## src/rtl/pipe_hazard_ctrl_if.sv

```systemverilog
// pipe_hazard_ctrl_if
//   Bundles the decoder-side request signals and the hazard controller's
//   pipeline-control responses into one interface.
//   master : decode/ID stage side (drives ID_* / HALT_REQ / EX_REDIRECT)
//   slave  : hazard controller side (drives PC/IFID/IDEX controls, forwarding
//            selects, HALT and STALL_CNT)
interface pipe_hazard_ctrl_if #(
  parameter int unsigned RF_AW = 5,
  parameter int unsigned CNT_W = 16
);
  logic             ID_VALID;
  logic [RF_AW-1:0] ID_RS1;
  logic [RF_AW-1:0] ID_RS2;
  logic             ID_USE_RS1;
  logic             ID_USE_RS2;
  logic [RF_AW-1:0] ID_RD;
  logic             ID_RF_WE;
  logic             ID_IS_LOAD;
  logic             HALT_REQ;
  logic             EX_REDIRECT;

  logic             PC_WE;
  logic             IFID_WE;
  logic             IFID_FLUSH;
  logic             IDEX_BUBBLE;
  logic [1:0]       FWD_A;
  logic [1:0]       FWD_B;
  logic             HALT;
  logic [CNT_W-1:0] STALL_CNT;

  modport master (
    output ID_VALID, ID_RS1, ID_RS2, ID_USE_RS1, ID_USE_RS2, ID_RD,
           ID_RF_WE, ID_IS_LOAD, HALT_REQ, EX_REDIRECT,
    input  PC_WE, IFID_WE, IFID_FLUSH, IDEX_BUBBLE, FWD_A, FWD_B,
           HALT, STALL_CNT
  );

  modport slave (
    input  ID_VALID, ID_RS1, ID_RS2, ID_USE_RS1, ID_USE_RS2, ID_RD,
           ID_RF_WE, ID_IS_LOAD, HALT_REQ, EX_REDIRECT,
    output PC_WE, IFID_WE, IFID_FLUSH, IDEX_BUBBLE, FWD_A, FWD_B,
           HALT, STALL_CNT
  );
endinterface

```

## src/rtl/pipe_hazard_ctrl.sv

```systemverilog
// pipe_hazard_ctrl
//   Hazard/sequencing controller for a 5-stage pipeline. Shadows the
//   destination regs of instructions in EX/MEM/WB, stalls one cycle on a
//   load-use pair, flushes on EX redirect, selects EX operand forwarding and
//   drains the pipeline after a halt instruction (RUN -> DRAIN -> HALTED).
// Ports
//   CLK  : clock, rising edge
//   RST  : asynchronous reset, active-high
//   bus  : slave side of pipe_hazard_ctrl_if
//          in  ID_VALID, ID_RS1/2, ID_USE_RS1/2, ID_RD, ID_RF_WE, ID_IS_LOAD,
//              HALT_REQ, EX_REDIRECT
//          out PC_WE, IFID_WE, IFID_FLUSH, IDEX_BUBBLE, FWD_A/B (00 RF,
//              01 MEM, 10 WB), HALT (sticky), STALL_CNT (saturating)
module pipe_hazard_ctrl #(
  parameter int unsigned RF_AW        = 5,
  parameter int unsigned DRAIN_CYCLES = 3,
  parameter int unsigned CNT_W        = 16
) (
  input logic               CLK,
  input logic               RST,
  pipe_hazard_ctrl_if.slave bus
);

  localparam int unsigned DW = (DRAIN_CYCLES > 1) ? $clog2(DRAIN_CYCLES) : 1;

  typedef enum logic [1:0] {
    ST_RUN    = 2'd0,
    ST_DRAIN  = 2'd1,
    ST_HALTED = 2'd2
  } state_e;

  typedef struct packed {
    logic             v;
    logic [RF_AW-1:0] rd;
    logic             we;
    logic             ld;
    logic [RF_AW-1:0] rs1;
    logic [RF_AW-1:0] rs2;
    logic             u1;
    logic             u2;
  } ex_slot_t;

  typedef struct packed {
    logic             v;
    logic [RF_AW-1:0] rd;
    logic             we;
    logic             ld;
  } mem_slot_t;

  typedef struct packed {
    logic             v;
    logic [RF_AW-1:0] rd;
    logic             we;
  } wb_slot_t;

  state_e           state_q, state_d;
  logic [DW-1:0]    drain_q, drain_d;
  logic [CNT_W-1:0] cnt_q, cnt_d;
  ex_slot_t         ex_q, ex_d;
  mem_slot_t        mem_q, mem_d;
  wb_slot_t         wb_q, wb_d;

  logic             load_use;
  logic             pc_we, ifid_we, flush, bubble;
  logic [1:0]       fwd_a, fwd_b;
  logic             mem_ld_hit;

  // MEM result has priority over WB data; rd=0 is never a producer.
  function automatic logic [1:0] fwd_sel(
    input logic             ex_v,
    input logic             use_rs,
    input logic [RF_AW-1:0] rs,
    input mem_slot_t        m,
    input wb_slot_t         w
  );
    fwd_sel = 2'b00;
    if (ex_v && use_rs) begin
      if (m.v && m.we && (m.rd != '0) && (m.rd == rs))
        fwd_sel = 2'b01;
      else if (w.v && w.we && (w.rd != '0) && (w.rd == rs))
        fwd_sel = 2'b10;
    end
  endfunction

  always_comb begin
    load_use = ex_q.v && ex_q.ld && ex_q.we && (ex_q.rd != '0) && bus.ID_VALID &&
               ((bus.ID_USE_RS1 && (bus.ID_RS1 == ex_q.rd)) ||
                (bus.ID_USE_RS2 && (bus.ID_RS2 == ex_q.rd)));
  end

  always_comb begin
    pc_we   = 1'b0;
    ifid_we = 1'b0;
    flush   = 1'b0;
    bubble  = 1'b1;
    state_d = state_q;
    drain_d = drain_q;
    cnt_d   = cnt_q;
    case (state_q)
      ST_RUN: begin
        if (bus.EX_REDIRECT) begin
          // wrong-path ID instr: load_use and HALT_REQ deliberately ignored
          pc_we   = 1'b1;
          ifid_we = 1'b1;
          flush   = 1'b1;
          bubble  = 1'b1;
        end else if (load_use) begin
          // next cycle EX holds the bubble, so load_use drops after one stall
          if (cnt_q != '1)
            cnt_d = cnt_q + CNT_W'(1);
        end else begin
          pc_we   = 1'b1;
          ifid_we = 1'b1;
          bubble  = 1'b0;
          if (bus.HALT_REQ && bus.ID_VALID) begin
            state_d = ST_DRAIN;
            drain_d = DW'(DRAIN_CYCLES - 1);
          end
        end
      end
      ST_DRAIN: begin
        flush = 1'b1;
        if (drain_q == '0)
          state_d = ST_HALTED;
        else
          drain_d = drain_q - DW'(1);
      end
      ST_HALTED: begin
        state_d = ST_HALTED;
      end
      default: begin
        state_d = ST_RUN;
      end
    endcase
  end

  always_comb begin
    ex_d     = '0;
    ex_d.v   = bus.ID_VALID && !bubble;
    ex_d.rd  = bus.ID_RD;
    ex_d.we  = bus.ID_RF_WE;
    ex_d.ld  = bus.ID_IS_LOAD;
    ex_d.rs1 = bus.ID_RS1;
    ex_d.rs2 = bus.ID_RS2;
    ex_d.u1  = bus.ID_USE_RS1;
    ex_d.u2  = bus.ID_USE_RS2;
    mem_d.v  = ex_q.v;
    mem_d.rd = ex_q.rd;
    mem_d.we = ex_q.we;
    mem_d.ld = ex_q.ld;
    wb_d.v   = mem_q.v;
    wb_d.rd  = mem_q.rd;
    wb_d.we  = mem_q.we;
  end

  always_comb begin
    fwd_a = fwd_sel(ex_q.v, ex_q.u1, ex_q.rs1, mem_q, wb_q);
    fwd_b = fwd_sel(ex_q.v, ex_q.u2, ex_q.rs2, mem_q, wb_q);
    mem_ld_hit = ex_q.v && mem_q.v && mem_q.ld && mem_q.we && (mem_q.rd != '0) &&
                 ((ex_q.u1 && (ex_q.rs1 == mem_q.rd)) ||
                  (ex_q.u2 && (ex_q.rs2 == mem_q.rd)));
  end

  always_ff @(posedge CLK or posedge RST) begin
    if (RST) begin
      state_q <= ST_RUN;
      drain_q <= '0;
      cnt_q   <= '0;
      ex_q    <= '0;
      mem_q   <= '0;
      wb_q    <= '0;
    end else begin
      state_q <= state_d;
      drain_q <= drain_d;
      cnt_q   <= cnt_d;
      ex_q    <= ex_d;
      mem_q   <= mem_d;
      wb_q    <= wb_d;
    end
  end

  // Controls are forced to their idle values while reset is held.
  assign bus.PC_WE       = pc_we & ~RST;
  assign bus.IFID_WE     = ifid_we & ~RST;
  assign bus.IFID_FLUSH  = flush & ~RST;
  assign bus.IDEX_BUBBLE = bubble | RST;
  assign bus.FWD_A       = fwd_a;
  assign bus.FWD_B       = fwd_b;
  assign bus.HALT        = (state_q == ST_HALTED);
  assign bus.STALL_CNT   = cnt_q;

  // A load result still in MEM when its consumer is in EX means a missed stall.
  assert property (@(posedge CLK) disable iff (RST) !mem_ld_hit);

endmodule

```

## src/flat_wrapper.sv

```systemverilog
// flat-port wrapper written by rule: the top's interface ports become plain ports
module pipe_hazard_ctrl_flat 
#(
  parameter int unsigned RF_AW        = 5,
  parameter int unsigned DRAIN_CYCLES = 3,
  parameter int unsigned CNT_W        = 16
)
  (CLK, RST, bus_ID_VALID, bus_ID_RS1, bus_ID_RS2, bus_ID_USE_RS1, bus_ID_USE_RS2, bus_ID_RD, bus_ID_RF_WE, bus_ID_IS_LOAD, bus_HALT_REQ, bus_EX_REDIRECT, bus_PC_WE, bus_IFID_WE, bus_IFID_FLUSH, bus_IDEX_BUBBLE, bus_FWD_A, bus_FWD_B, bus_HALT, bus_STALL_CNT);
  pipe_hazard_ctrl_if #(.RF_AW(RF_AW), .CNT_W(CNT_W)) bus_i ();
  input logic CLK;
  input logic RST;
  input wire logic [$bits(bus_i.ID_VALID)-1:0] bus_ID_VALID;
  input wire logic [$bits(bus_i.ID_RS1)-1:0] bus_ID_RS1;
  input wire logic [$bits(bus_i.ID_RS2)-1:0] bus_ID_RS2;
  input wire logic [$bits(bus_i.ID_USE_RS1)-1:0] bus_ID_USE_RS1;
  input wire logic [$bits(bus_i.ID_USE_RS2)-1:0] bus_ID_USE_RS2;
  input wire logic [$bits(bus_i.ID_RD)-1:0] bus_ID_RD;
  input wire logic [$bits(bus_i.ID_RF_WE)-1:0] bus_ID_RF_WE;
  input wire logic [$bits(bus_i.ID_IS_LOAD)-1:0] bus_ID_IS_LOAD;
  input wire logic [$bits(bus_i.HALT_REQ)-1:0] bus_HALT_REQ;
  input wire logic [$bits(bus_i.EX_REDIRECT)-1:0] bus_EX_REDIRECT;
  output wire logic [$bits(bus_i.PC_WE)-1:0] bus_PC_WE;
  output wire logic [$bits(bus_i.IFID_WE)-1:0] bus_IFID_WE;
  output wire logic [$bits(bus_i.IFID_FLUSH)-1:0] bus_IFID_FLUSH;
  output wire logic [$bits(bus_i.IDEX_BUBBLE)-1:0] bus_IDEX_BUBBLE;
  output wire logic [$bits(bus_i.FWD_A)-1:0] bus_FWD_A;
  output wire logic [$bits(bus_i.FWD_B)-1:0] bus_FWD_B;
  output wire logic [$bits(bus_i.HALT)-1:0] bus_HALT;
  output wire logic [$bits(bus_i.STALL_CNT)-1:0] bus_STALL_CNT;
  assign bus_i.ID_VALID = bus_ID_VALID;
  assign bus_i.ID_RS1 = bus_ID_RS1;
  assign bus_i.ID_RS2 = bus_ID_RS2;
  assign bus_i.ID_USE_RS1 = bus_ID_USE_RS1;
  assign bus_i.ID_USE_RS2 = bus_ID_USE_RS2;
  assign bus_i.ID_RD = bus_ID_RD;
  assign bus_i.ID_RF_WE = bus_ID_RF_WE;
  assign bus_i.ID_IS_LOAD = bus_ID_IS_LOAD;
  assign bus_i.HALT_REQ = bus_HALT_REQ;
  assign bus_i.EX_REDIRECT = bus_EX_REDIRECT;
  assign bus_PC_WE = bus_i.PC_WE;
  assign bus_IFID_WE = bus_i.IFID_WE;
  assign bus_IFID_FLUSH = bus_i.IFID_FLUSH;
  assign bus_IDEX_BUBBLE = bus_i.IDEX_BUBBLE;
  assign bus_FWD_A = bus_i.FWD_A;
  assign bus_FWD_B = bus_i.FWD_B;
  assign bus_HALT = bus_i.HALT;
  assign bus_STALL_CNT = bus_i.STALL_CNT;
  pipe_hazard_ctrl #(.RF_AW(RF_AW), .DRAIN_CYCLES(DRAIN_CYCLES), .CNT_W(CNT_W)) u_core (.CLK(CLK), .RST(RST), .bus(bus_i));
endmodule
```

## config.mk

```make
export PLATFORM = sky130hd
export DESIGN_NAME = pipe_hazard_ctrl_flat
export DESIGN_NICKNAME = d
export VERILOG_FILES = /design/src/rtl/pipe_hazard_ctrl_if.sv /design/src/rtl/pipe_hazard_ctrl.sv /design/src/flat_wrapper.sv
export SDC_FILE = /design/constraint.sdc
export NUM_CORES = 1
export LEC_CHECK = 0
export BUFFER_PORTS_ARGS = -buffer_cell sky130_fd_sc_hd__buf_2
export CORE_ASPECT_RATIO = 1.75
export CORE_MARGIN = 3
export CORE_UTILIZATION = 54
export DETAILED_ROUTE_END_ITERATION = 16
export GPL_TIMING_DRIVEN = 0
export PLACE_DENSITY_LB_ADDON = 0.3
export SLEW_MARGIN = 20
export SYNTH_ARGS = -nofsm -noshare
export SYNTH_HDL_FRONTEND = slang
export SYNTH_SLANG_ARGS = --single-unit
```

## constraint.sdc

```tcl
create_clock -name CLK -period 3.1 [get_ports CLK]
set_clock_uncertainty 0.15 [all_clocks]
set_input_delay 0.62 -clock CLK [delete_from_list [all_inputs] [get_ports CLK]]
set_output_delay 0.62 -clock CLK [all_outputs]
set_load 0.05 [all_outputs]
```

==> impl_metrics.toml <==
[layout]
area.growth.synth_to_final_pct = 19.4
final_util_pct = 67.2
finalNonFillerCells = 317
nets = 294
drive_gt1_share_pct = 32.0
antenna_cells = 0

[timing]
layout_min_cycle_time_ps = 2970
max-slew-margin-rel_pct = 67.3
tightestPinTransition_ps = 490
fin_ws_ps = 132
finalHoldViolations = 0
holdWs_ps = 193
max_freq_mhz = 337
rsz0062_at_grt = "no"
min_period_over_period_pct = 95.7
drv_slew = 0
setup_violations = 0

[worst_setup_path]
endpoint_kind = "output port"
crit_arrival_ps = 2200
crit_path_start_kind = "flip-flop"
worst-setup-path-type = "flip-flop to output port"
required_ps = 2330
cp_max_fo = 4

[grt]
grt_pass1_vias = 1859
grt_pass1_wl_microns = 8280
antenna_found_initial = 0
grt-ovfl-total = 0
grt_start_max_net_pins = 37
grtUsageTotal_pct = 20.2

[power]
powerDensity_nw_per_um2 = 417
combPwrFrac_pct = 7.3
leakagePower_uw = 0.00145
switching_share_pct = 23.7
pwr-share-seq_pct = 59.8
p_int_uw = 949
switchingPower_uw = 295
ir_worst_vdd_v = 0.000360
clock_power_share_pct = 32.9

[placement]
placed_cells = 305
port_buffers = 48
gp_congestion = 0.905
place.detailed.hpwl_microns = 4020
pre_cts_ws_ps = -87.3

[clock_tree]
ctsHtreeMaxLevel = 2
path_clk_slew_ps = 90
hold_buffers = 0
cts_buffers = 5
clk_latency_ps = 300
cts_sinks = 54
cts_tree = "built"
root_buffer = "clkbuf_8"
clockBufferDepth = 2

[synthesis]
synth_edf_count = 0
synthArstFlopShare_pct = 100
ys.flop_type = "dfrtp_1"
syn_avg_cell_area_sq_um = 12.2
yosys_warnings = 0
netlist_instances = 205
synthDistinctLibCells = 39
synth-seq-area-share_pct = 54.1
ys_seq_elements = 54
syn_nets = 234
synth_area_sq_um = 2500

[routing]
routed_wirelength_microns = 5130
first_iter_violations = 43
routedWlPerCell_microns = 16.2
vias = 1744
viasPerCell = 5.50
ant_nets = 0
dr.pass1.iters = 4
drcViolationCount = 0

[die]
ioPinCount = 49
dieArea_sq_um = 5510
core_area_sq_um = 4440
rows = 32
die_w_microns = 57.4
die_y_microns = 96.0
initial_utilization_pct = 56.3

[status]
run_status = "finished clean"

[hold_path]
hold_class = "primary input to asynchronous set/reset pin"

[job]
cap_violations = 0
synthesized netlist by cell type, types with 2 or more instances:
| cell type | instances | area [sq um] |
|---|---|---|
| xnor2_1 | 12 | 105 |
| nor4_4 | 2 | 42.5 |
| nand4_1 | 6 | 37.5 |
| nand2b_1 | 3 | 18.8 |
| buf_6 | 2 | 22.5 |
| inv_1 | 7 | 26.3 |
| a21oi_1 | 4 | 20.0 |
| nand2_1 | 9 | 33.8 |
| ha_1 | 5 | 62.6 |
| nor4_2 | 3 | 37.5 |
| nor3_2 | 8 | 80.1 |
| o211ai_1 | 4 | 30.0 |
| and3_1 | 5 | 31.3 |
| nand3b_1 | 2 | 15.0 |
| dfrtp_1 | 54 | 1350 |
| nor4_1 | 6 | 37.5 |
| nand3_1 | 6 | 30.0 |
| xor2_1 | 33 | 289 |
| nor3_1 | 4 | 20.0 |
| or4_1 | 2 | 15.0 |
| mux2_2 | 2 | 22.5 |
| nor2_1 | 9 | 33.8 |
path summary, 6_finish.rpt:
| check | startpoint | slack [ps] | to | cells past startpoint |
|---|---|---|---|---|
| max | u_core.ex_q[16] | 130 | bus_PC_WE | 7 |
| min | RST | 190 | u_core.ex_q[13] | 2 |
| max reg2reg | u_core.state_q[0] | 730 | u_core.bus.STALL_CNT[1] | 7 |
| min reg2reg | u_core.mem_q[1] | 240 | u_core.wb_q[0] | 0 |
| max in group asynchronous | RST | 2100 | u_core.bus.STALL_CNT[14] | 3 |
| min in group CLK | u_core.mem_q[1] | 240 | u_core.wb_q[0] | 0 |
final cells by class:
type                       instances  area, sq um
fill                             349         1460
sequential                        54         1350
multi-input combinational        139         1100
timing repair buffer              53          295
clock buffer                       6         82.6
tap                               51         63.8
buffer                             5         45.0
inverter                           7         30.0
clock inverter                     2         16.3
timing repair:
action	CTS	global route
gates cloned	0	0
endpoints found under the setup margin	2	1
buffers inserted	1	3
gates resized for setup	2	5
pin swaps	1	3
sequential cells by signal, summed over array words and instances, names as in the netlist:
name                  flops
u_core.wb_q               7
u_core.bus.STALL_CNT     16
u_core.ex_q              20
u_core.state_q            2
u_core.mem_q              7
u_core.drain_q            2
power by group through the flow:
stage	clock (uW)	combinational [uW]	sequential (uW)
floorplan	0	50.0	754
global placement	0	83.3	758
detailed placement	0	86.9	759
CTS	421	89.2	745
global route	453	101	747
finish	409	90.8	744
per-layer routing:
layer	wire, microns	track usage (%)
met5	0	0
met4	210	11.8
met3	215	3.76
met2	2930	37.8
met1	1770	20.1
per-stage QoR:
step	area (sq um)	TNS [ps]	total power [uW]
after floorplan	2500	0	804
after global placement	2810	-377	841
after detailed placement	2830	-87.3	846
after CTS	2940	0	1260
after global routing	2990	0	1300
final	2990	0	1240
logic make-up after synthesis:
| group | share of synthesized area (%) |
|---|---|
| buf+inv | 2.60 |
| fa+ha+maj | 2.50 |
| xor+xnor | 15.8 |
| simple gates | 18.8 |
| mux | 0.901 |
| flops | 54.1 |
| compound gates | 5.41 |
critical path: stages (launching register included):
cell	delay (ps)
dfrtp_1	440
xor2_1	190
nor4_2	280
a32oi_2	170
buf_6	150
o311a_4	350
buf_4	130
buf_4	180
layout by cell type, fill, tap and decap left out, types with 4 or more instances in the layout:
master and instances:
a21oi_1 4, and3_1 5, buf_2 46, buf_4 6, clkbuf_8 6, dfrtp_1 54
ha_1 5, inv_1 6, nand2_1 9, nand3_1 6, nand4_1 6, nor2_1 9
nor3_1 4, nor3_2 8, nor4_1 5, nor4_2 4, o211ai_1 4, xnor2_1 12
xor2_1 33
(Power assumes the default switching activity.)
